<file path="src/rtl/uart_rx_frame_ctrl.sv">
// rtl/uart_rx_frame_ctrl.sv - UART receive frame controller: start validation, bit timing, parity, stop, error flags
module uart_rx_frame_ctrl #(
    parameter int DATA_BITS    = 8,
    parameter int CLKS_PER_BIT = 10,
    parameter int PARITY_MODE  = 0,
    parameter int STOP_BITS    = 1
) (
    input  logic                 clk,
    input  logic                 rst,
    input  logic                 serial_in,
    input  logic                 data_read,
    output logic [DATA_BITS-1:0] rx_data,
    output logic                 data_ready,
    output logic                 framing_error,
    output logic                 parity_error,
    output logic                 overrun_error,
    output logic                 busy
);

    localparam int TW   = (CLKS_PER_BIT > 1) ? $clog2(CLKS_PER_BIT) : 1;
    localparam int CW   = 4;
    localparam int HALF = CLKS_PER_BIT / 2;

    localparam logic [TW-1:0] HALF_LAST = TW'(HALF - 1);
    localparam logic [TW-1:0] BIT_LAST  = TW'(CLKS_PER_BIT - 1);
    localparam logic [CW-1:0] DATA_LAST = CW'(DATA_BITS - 1);
    localparam logic [CW-1:0] STOP_LAST = CW'(STOP_BITS - 1);
    localparam logic          HAS_PAR   = (PARITY_MODE != 0);
    localparam logic          ODD_PAR   = (PARITY_MODE == 2);

    localparam logic [2:0] S_IDLE      = 3'd0;
    localparam logic [2:0] S_START_CHK = 3'd1;
    localparam logic [2:0] S_DATA      = 3'd2;
    localparam logic [2:0] S_PARITY    = 3'd3;
    localparam logic [2:0] S_STOP      = 3'd4;
    localparam logic [2:0] S_LOAD      = 3'd5;

    logic [2:0]           state;
    logic [TW-1:0]        timer;
    logic [CW-1:0]        bit_cnt;
    logic [DATA_BITS-1:0] shift_reg;
    logic                 line_prev;
    logic                 par_bit;
    logic                 stop_fault;
    logic                 parity_bad;
    logic                 bit_tick;

    assign busy       = (state != S_IDLE);
    assign bit_tick   = (timer == BIT_LAST);
    assign parity_bad = HAS_PAR && ((^shift_reg ^ par_bit) != ODD_PAR);

    always_ff @(posedge clk or posedge rst) begin
        if (rst) begin
            state         <= S_IDLE;
            timer         <= '0;
            bit_cnt       <= '0;
            shift_reg     <= '0;
            rx_data       <= '0;
            line_prev     <= 1'b1;
            par_bit       <= 1'b0;
            stop_fault    <= 1'b0;
            data_ready    <= 1'b0;
            framing_error <= 1'b0;
            parity_error  <= 1'b0;
            overrun_error <= 1'b0;
        end else begin
            line_prev <= serial_in;

            // A read only acknowledges data that is actually pending; LOAD below may override it
            if (data_read && data_ready) begin
                data_ready    <= 1'b0;
                overrun_error <= 1'b0;
            end

            case (state)
                S_IDLE: begin
                    if (line_prev && !serial_in) begin
                        state <= S_START_CHK;
                        timer <= '0;
                    end
                end
                S_START_CHK: begin
                    if (timer == HALF_LAST) begin
                        timer <= '0;
                        if (!serial_in) begin
                            state         <= S_DATA;
                            bit_cnt       <= '0;
                            stop_fault    <= 1'b0;
                            framing_error <= 1'b0;
                            parity_error  <= 1'b0;
                        end else begin
                            state <= S_IDLE;
                        end
                    end else begin
                        timer <= timer + 1'b1;
                    end
                end
                S_DATA: begin
                    if (bit_tick) begin
                        timer     <= '0;
                        shift_reg <= {serial_in, shift_reg[DATA_BITS-1:1]};
                        if (bit_cnt == DATA_LAST) begin
                            bit_cnt <= '0;
                            state   <= HAS_PAR ? S_PARITY : S_STOP;
                        end else begin
                            bit_cnt <= bit_cnt + 1'b1;
                        end
                    end else begin
                        timer <= timer + 1'b1;
                    end
                end
                S_PARITY: begin
                    if (bit_tick) begin
                        timer   <= '0;
                        par_bit <= serial_in;
                        state   <= S_STOP;
                    end else begin
                        timer <= timer + 1'b1;
                    end
                end
                S_STOP: begin
                    if (bit_tick) begin
                        timer <= '0;
                        if (!serial_in) begin
                            stop_fault <= 1'b1;
                        end
                        if (bit_cnt == STOP_LAST) begin
                            bit_cnt <= '0;
                            state   <= S_LOAD;
                        end else begin
                            bit_cnt <= bit_cnt + 1'b1;
                        end
                    end else begin
                        timer <= timer + 1'b1;
                    end
                end
                S_LOAD: begin
                    state         <= S_IDLE;
                    framing_error <= stop_fault;
                    parity_error  <= parity_bad;
                    // Good frame overwrites; a simultaneous read consumes the old word, so no overrun
                    if (!stop_fault && !parity_bad) begin
                        rx_data    <= shift_reg;
                        data_ready <= 1'b1;
                        if (data_ready && !data_read) begin
                            overrun_error <= 1'b1;
                        end
                    end
                end
                default: state <= S_IDLE;
            endcase
        end
    end

endmodule

</file>
<file path="config.mk">
export PLATFORM = sky130hd
export DESIGN_NAME = uart_rx_frame_ctrl
export DESIGN_NICKNAME = d
export VERILOG_FILES = /design/src/rtl/uart_rx_frame_ctrl.sv
export SDC_FILE = /design/constraint.sdc
export NUM_CORES = 1
export LEC_CHECK = 0
export BUFFER_PORTS_ARGS = -buffer_cell sky130_fd_sc_hd__buf_2
export CORE_MARGIN = 5
export CORE_UTILIZATION = 30
export CTS_CLUSTER_DIAMETER = 80
export DETAILED_ROUTE_END_ITERATION = 7
export PLACE_DENSITY_LB_ADDON = 0.1
export SLEW_MARGIN = 15
export SYNTH_ARGS = -nofsm -noshare
export SYNTH_HDL_FRONTEND = slang
export SYNTH_SLANG_ARGS = --single-unit
</file>
<file path="constraint.sdc">
create_clock -name clk -period 3.5 [get_ports clk]
set_input_delay 0.35 -clock clk [delete_from_list [all_inputs] [get_ports clk]]
set_output_delay 0.35 -clock clk [all_outputs]
set_load 0.05 [all_outputs]
</file>
==> results.py, run 1 <==
metrics = {
    "timing": {
        "period_share_pct": 54.0,
        "tightest_slew_ns": 0.547,
        "setup_viol": 0,
        "hold_violations": 0,
        "post-route-min-period_ns": 1.89,
        "clock_skew_ns": 0.00706,
        "grt_setup_unrepaired": "false",
        "max_slew_margin_pct": 63.5,
        "max_freq_ghz": 0.529,
        "fin_tns_setup_ns": 0,
        "slew_violations": 0,
    },
    "synthesis": {
        "ys.flop_type": "dfrtp_1",
        "syn-cell-area_um2": 1650,
        "synth_enable_flop_cells": 0,
        "ys_warn_count": 0,
        "postSynthAreaPerCell_um2": 11.8,
        "yosysTopAreaCell": "dfrtp_1",
        "synth_seq_area_share_pct": 48.7,
        "async_flop_share_pct": 100,
        "synth_seq_cells": 32,
        "synthDistinctLibCells": 47,
        "synth_commonest_cells": "dfrtp_1, mux2_2, nor2_1, nand2_1",
        "syn_inst": 140,
        "synth_top_area_share_pct": 47.1,
        "synth_nets": 150,
        "synth_most_common_cell": "dfrtp_1",
        "yosys-top-cells-area": "dfrtp_1, mux2_2, ha_1",
    },
    "cts": {
        "cts_resized": 0,
        "clock_sinks": 32,
        "htree_levels": 2,
        "cts_hold_buf": 0,
        "clockRootBuffer": "clkbuf_8",
        "path_clk_slew_ns": 0.07,
        "cts_buffers": 5,
        "cts_setup_buffers": 0,
        "cts_tree": "done",
        "worstSkewPairLatency_ns": 0.28,
        "ctsLongestPathBuffers": 2,
    },
    "global_routing": {
        "first_global_vias": 1135,
        "grt_start_max_net_pins": 33,
        "grt_pass1_wl_um": 5490,
        "grt_use_total_pct": 9.89,
        "use_met1_pct": 11.9,
        "met3_usage_pct": 3.55,
        "grt-busiest-layer": "met2",
        "grt_use_met2_pct": 15.9,
        "grt_antenna_before_repair": 0,
        "grt_overflow_total": 0,
    },
    "die": {
        "start_util_pct": 30.5,
        "dieArea_um2": 7080,
        "die_h_um": 84.1,
        "core_area_um2": 5410,
        "fp.dieW_um": 84.1,
        "io_pins": 17,
        "row_count": 27,
    },
    "placed_design": {
        "post-dp-hpwl_um": 2240,
        "gp_congestion": 0.758,
        "portBuffers": 15,
    },
    "run": {
        "max-cap-violations": 0,
    },
    "detailed_routing": {
        "drt-pass1-iter-count": 4,
        "vias": 1121,
        "remaining_drc_errors": 0,
        "vias_per_cell": 4.85,
        "routed_wl_um": 3220,
        "first_iter_violations": 46,
        "final_antenna_net_count": 0,
        "wl_per_cell_um": 13.9,
    },
    "final_layout": {
        "fillerInstances": 560,
        "utilization_pct": 35.0,
        "syn2layout_area_growth_pct": 14.9,
        "finalNetCount": 168,
        "layout-drive-gt1-share_pct": 32.1,
        "diodes": 0,
    },
    "worst_setup_path": {
        "cp-end-kind": "register",
        "cp_max_fo": 14,
        "critPathRequiredTime_ns": 3.66,
        "crit_type": "register to register",
        "arrival_ns": 2.05,
        "critPathLaunchType": "register",
    },
    "power_and_ir_drop": {
        "p_leak_nw": 0.936,
        "max-vdd-ir-drop_mv": 0.222,
        "p_per_area_nw_per_um2": 638,
    },
    "worst_hold_path": {
        "holdCritPathClass": "primary input to async pin",
    },
    "outcome": {
        "status": "complete, no violations",
    },
}
## layout make-up
type	count	area, µm²	area share, %
clock buffers	5	68.8	3.64
clock inverters	3	42.5	2.25
inverters	6	22.5	1.19
multi-input cells	97	785	41.4
flip-flops and latches	32	802	42.4
well taps	72	90.1	4.76
repair buffers	16	82.6	4.36
## power by group
part / total, mW / switching [mW] / internal (mW)
combinational: 0.357 / 0.214 / 0.144
sequential: 0.492 / 0.0718 / 0.420
clock: 0.357 / 0.147 / 0.211
## cell families (layout without fill, tap and decap cells)
kind of cell	Yosys count	after routing	synth area share (%)
compound gates	25	25	11.4
xor+xnor	2	2	1.06
fa+ha+maj	6	6	4.56
buf+inv	11	30	3.72
flops	32	32	48.7
mux	18	18	12.5
other cells	1	1	0.228
simple gates	45	45	17.9
## final timing paths
check	start	to	slack (ns)	depth (start not counted)
worst max-delay path	state[0]	rx_data[2]	1.61	3
worst min-delay path	rst	timer[0]	0.14	3
worst max register to register	state[0]	rx_data[2]	1.61	3
worst min register to register	data_ready	register	0.50	1
max in group asynchronous	rst	line_prev	3.03	3
min in group clk	data_read	register	0.25	2
## per-layer routing
layer  up-vias  share of wire, %
li1        540                 -
met3         9               4.5
met4         0               2.2
met5         -                 0
met1       550                45
met2        22                48
## per-stage QoR
stage | power (mW) | std cells | instance area, µm² | setup slack (ns) | hold WS [ns]
after CTS | 1.23 | 231 | 1890 | 1.60 | 0.156
after floorplan | 0.787 | 140 | 1650 | 1.82 | 0.354
after detailed placement | 0.859 | 223 | 1780 | 1.63 | 0.471
final | 1.21 | 231 | 1890 | 1.61 | 0.144
after global placement | 0.856 | 223 | 1780 | 1.63 | 0.460
after global routing | 1.28 | 231 | 1890 | 1.48 | 0.185
## cell usage in the layout, fill, tap and decap left out, types with 4 or more instances in the layout
master / instances
dfrtp_1: 31
clkbuf_8: 5
nand2_1: 7
ha_1: 6
nor2b_1: 4
a21oi_1: 5
buf_2: 15
mux2_2: 16
nor2_1: 8
inv_1: 6
## worst max-delay path: stages, from the launching register on
cell and delay (ns):
dfrtp_1 0.62, nor2b_1 0.26, and3b_1 0.49, mux2_2 0.39
Note: power is estimated with default switching activity, not from simulation.
==> run 2, diff against run 1 <==
ABC_AREA = 1   (was not set)
clock period = 1.8 ns   (was 3.5 ns; I/O delays follow)
==> results.py, run 2 <==
metrics = {
    "timing": {
        "max_slew_margin_pct": 54.9,
        "clock_skew_ns": 0.00433,
        "setup_viol": 0,
        "period_share_pct": 90.7,
        "max_freq_ghz": 0.612,
        "fin_hold_ws_ns": 0.0382,
        "hold_violations": 0,
        "grt_setup_unrepaired": "false",
        "fin_tns_setup_ns": 0,
        "post-route-min-period_ns": 1.63,
        "slew_violations": 0,
        "tightest_slew_ns": 0.676,
    },
    "synthesis": {
        "syn_inst": 219,
        "syn-cell-area_um2": 1760,
        "synth_top_area_share_pct": 44.1,
        "synth_most_common_cell": "nand2_1",
        "ys_warn_count": 0,
        "synth_commonest_cells": "nand2_1, dfrtp_1, inv_1, nand3_1",
        "synth_nets": 229,
        "synth_seq_area_share_pct": 45.6,
        "async_flop_share_pct": 100,
        "ys.flop_type": "dfrtp_1",
        "yosys-top-cells-area": "dfrtp_1, nand2_1, nand3_1",
        "synth_enable_flop_cells": 0,
        "synth_seq_cells": 32,
        "yosysTopAreaCell": "dfrtp_1",
        "synthDistinctLibCells": 28,
        "postSynthAreaPerCell_um2": 8.03,
    },
    "die": {
        "core_area_um2": 5610,
        "dieArea_um2": 7490,
        "io_pins": 17,
        "row_count": 27,
        "fp.dieW_um": 86.6,
        "die_h_um": 86.6,
        "start_util_pct": 31.3,
    },
    "global_routing": {
        "grt_start_max_net_pins": 33,
        "grt_pass1_wl_um": 6250,
        "first_global_vias": 1308,
        "grt_antenna_before_repair": 0,
        "grt_use_total_pct": 10.8,
        "grt_overflow_total": 0,
    },
    "placed_design": {
        "post-dp-hpwl_um": 2620,
        "portBuffers": 15,
        "placed_cells": 306,
        "gp_congestion": 0.758,
        "dpl_cell_area_um2": 1910,
    },
    "power_and_ir_drop": {
        "max-vdd-ir-drop_mv": 0.462,
        "finalPower_mw": 3.12,
        "p_leak_nw": 1.05,
        "p_per_area_nw_per_um2": 1540,
    },
    "cts": {
        "path_clk_slew_ns": 0.07,
        "htree_levels": 2,
        "cts_tree": "done",
        "clock_sinks": 32,
        "clockRootBuffer": "clkbuf_8",
        "ctsLongestPathBuffers": 2,
        "cts_setup_buffers": 0,
        "cts_buffers": 5,
        "worstSkewPairLatency_ns": 0.28,
    },
    "worst_setup_path": {
        "worst-path-buf-inv": 1,
        "slowest_stage": "or2_1",
        "arrival_ns": 1.78,
        "cp_max_fo": 16,
        "crit_chain": "inv_1 -> ha_1 -> nand3_2 -> or2_1 -> nand2_1 -> o21ai_2",
        "critPathLaunchType": "register",
        "cpPeakStageDelay_ns": 0.48,
        "critPathRequiredTime_ns": 1.95,
        "cp-end-kind": "register",
        "critPathTopFamily": "simple AND/OR/NAND/NOR gates",
        "crit_type": "register to register",
    },
    "worst_hold_path": {
        "holdCritPathClass": "primary input to register",
    },
    "detailed_routing": {
        "first_iter_violations": 44,
        "routed_wl_um": 3550,
        "remaining_drc_errors": 0,
        "vias": 1350,
        "final_antenna_net_count": 0,
        "drt-pass1-iter-count": 4,
        "vias_per_cell": 4.29,
        "wl_per_cell_um": 11.3,
    },
    "final_layout": {
        "mostFrequentLayoutCell": "nand2_1",
        "diodes": 0,
        "final_cell_mix": "nand2_1, dfrtp_1, inv_1",
        "layout-drive-gt1-share_pct": 23.9,
        "syn2layout_area_growth_pct": 15.3,
        "finalNetCount": 252,
        "final_area_um2": 2030,
        "instances_no_fill": 315,
    },
    "outcome": {
        "status": "complete, no violations",
    },
    "run": {
        "max-cap-violations": 0,
    },
}
## run 2: cell count changes in the layout (fill, tap and decap cells not counted), moves of 4 or more
cell	change
inv_2	+4
o21ai_1	+6
mux2_2	-16
nand2_2	+7
nand2_1	+65
nand3_1	+20
nor2b_1	-4
inv_1	+18
nor2_2	+6
a21oi_1	-4
o21ai_2	+8
## run 2: worst paths after layout
kind	slack (ns)	end	startpoint	cells past startpoint
worst max-delay path	0.17	shift_reg[0]	timer[1]	6
worst min-delay path	0.04	line_prev	serial_in	1
worst max register to register	0.17	shift_reg[0]	timer[1]	6
worst min register to register	0.48	framing_error	framing_error	2
max in group asynchronous	0.94	line_prev	rst	4
min in group asynchronous	0.53	rx_data[2]	rst	4
## run 2: where the power goes
| group | switching [mW] | total [mW] | internal (mW) |
|---|---|---|---|
| Sequential | 0.150 | 1.03 | 0.878 |
| Combinational | 0.987 | 1.41 | 0.422 |
| Clock | 0.268 | 0.678 | 0.410 |
## run 2: timing repair
action	in CTS	in global routing
endpoints found under the setup margin	0	0
hold buffers	1	0
gates resized for setup	0	0
hold endpoints to repair	31	0
## run 2: area by class of cell
cell class,instances,area (µm²)
fill,595,3580
multi-input combinational,153,795
inverter,30,118
sequential,32,802
clock inverter,2,35.0
clock buffer,6,72.6
tap,72,90.1
timing repair buffer,20,115
## run 2: logic make-up after synthesis
| family | count (synthesis) | synth area share, % |
|---|---|---|
| and+or+nand+nor | 122 | 30.8 |
| xor gates and xnor gates | 2 | 0.997 |
| other | 1 | 0.213 |
| adders and majority gates | 6 | 4.27 |
| buffers and inverters | 34 | 9.18 |
| muxes | 1 | 0.641 |
| AOI/OAI and AO/OA | 21 | 8.26 |
| DFF | 32 | 45.6 |
## run 2: routing by layer
layer  wire, µm  part of all wire (%)  GRT usage [%]  vias to the layer above
met2       1550                    44           16.8                       22
met3        162                   4.6           3.14                        6
met4         69                   1.9           4.67                        0
met1       1760                    50           13.9                      596
li1           -                     -              -                      726
met5          0                     0              0                        -
## run 2: stage by stage
stage | utilization (%) | setup slack [ns]
2_1_floorplan | - | 0.288
3_3_place_gp | 34.0 | 0.197
3_5_place_dp | 34.0 | 0.162
4_1_cts | 36.1 | 0.142
5_1_grt | 36.1 | 0.0278
6_report | 36.1 | 0.167
## run 2: worst reg2reg max path: cells and delay by family, from the launching register on
family	cells	cell delay, ns
compound gates	1	0.06
buf+inv	1	0.11
flops	1	0.41
fa+ha+maj	1	0.18
simple gates	3	0.74
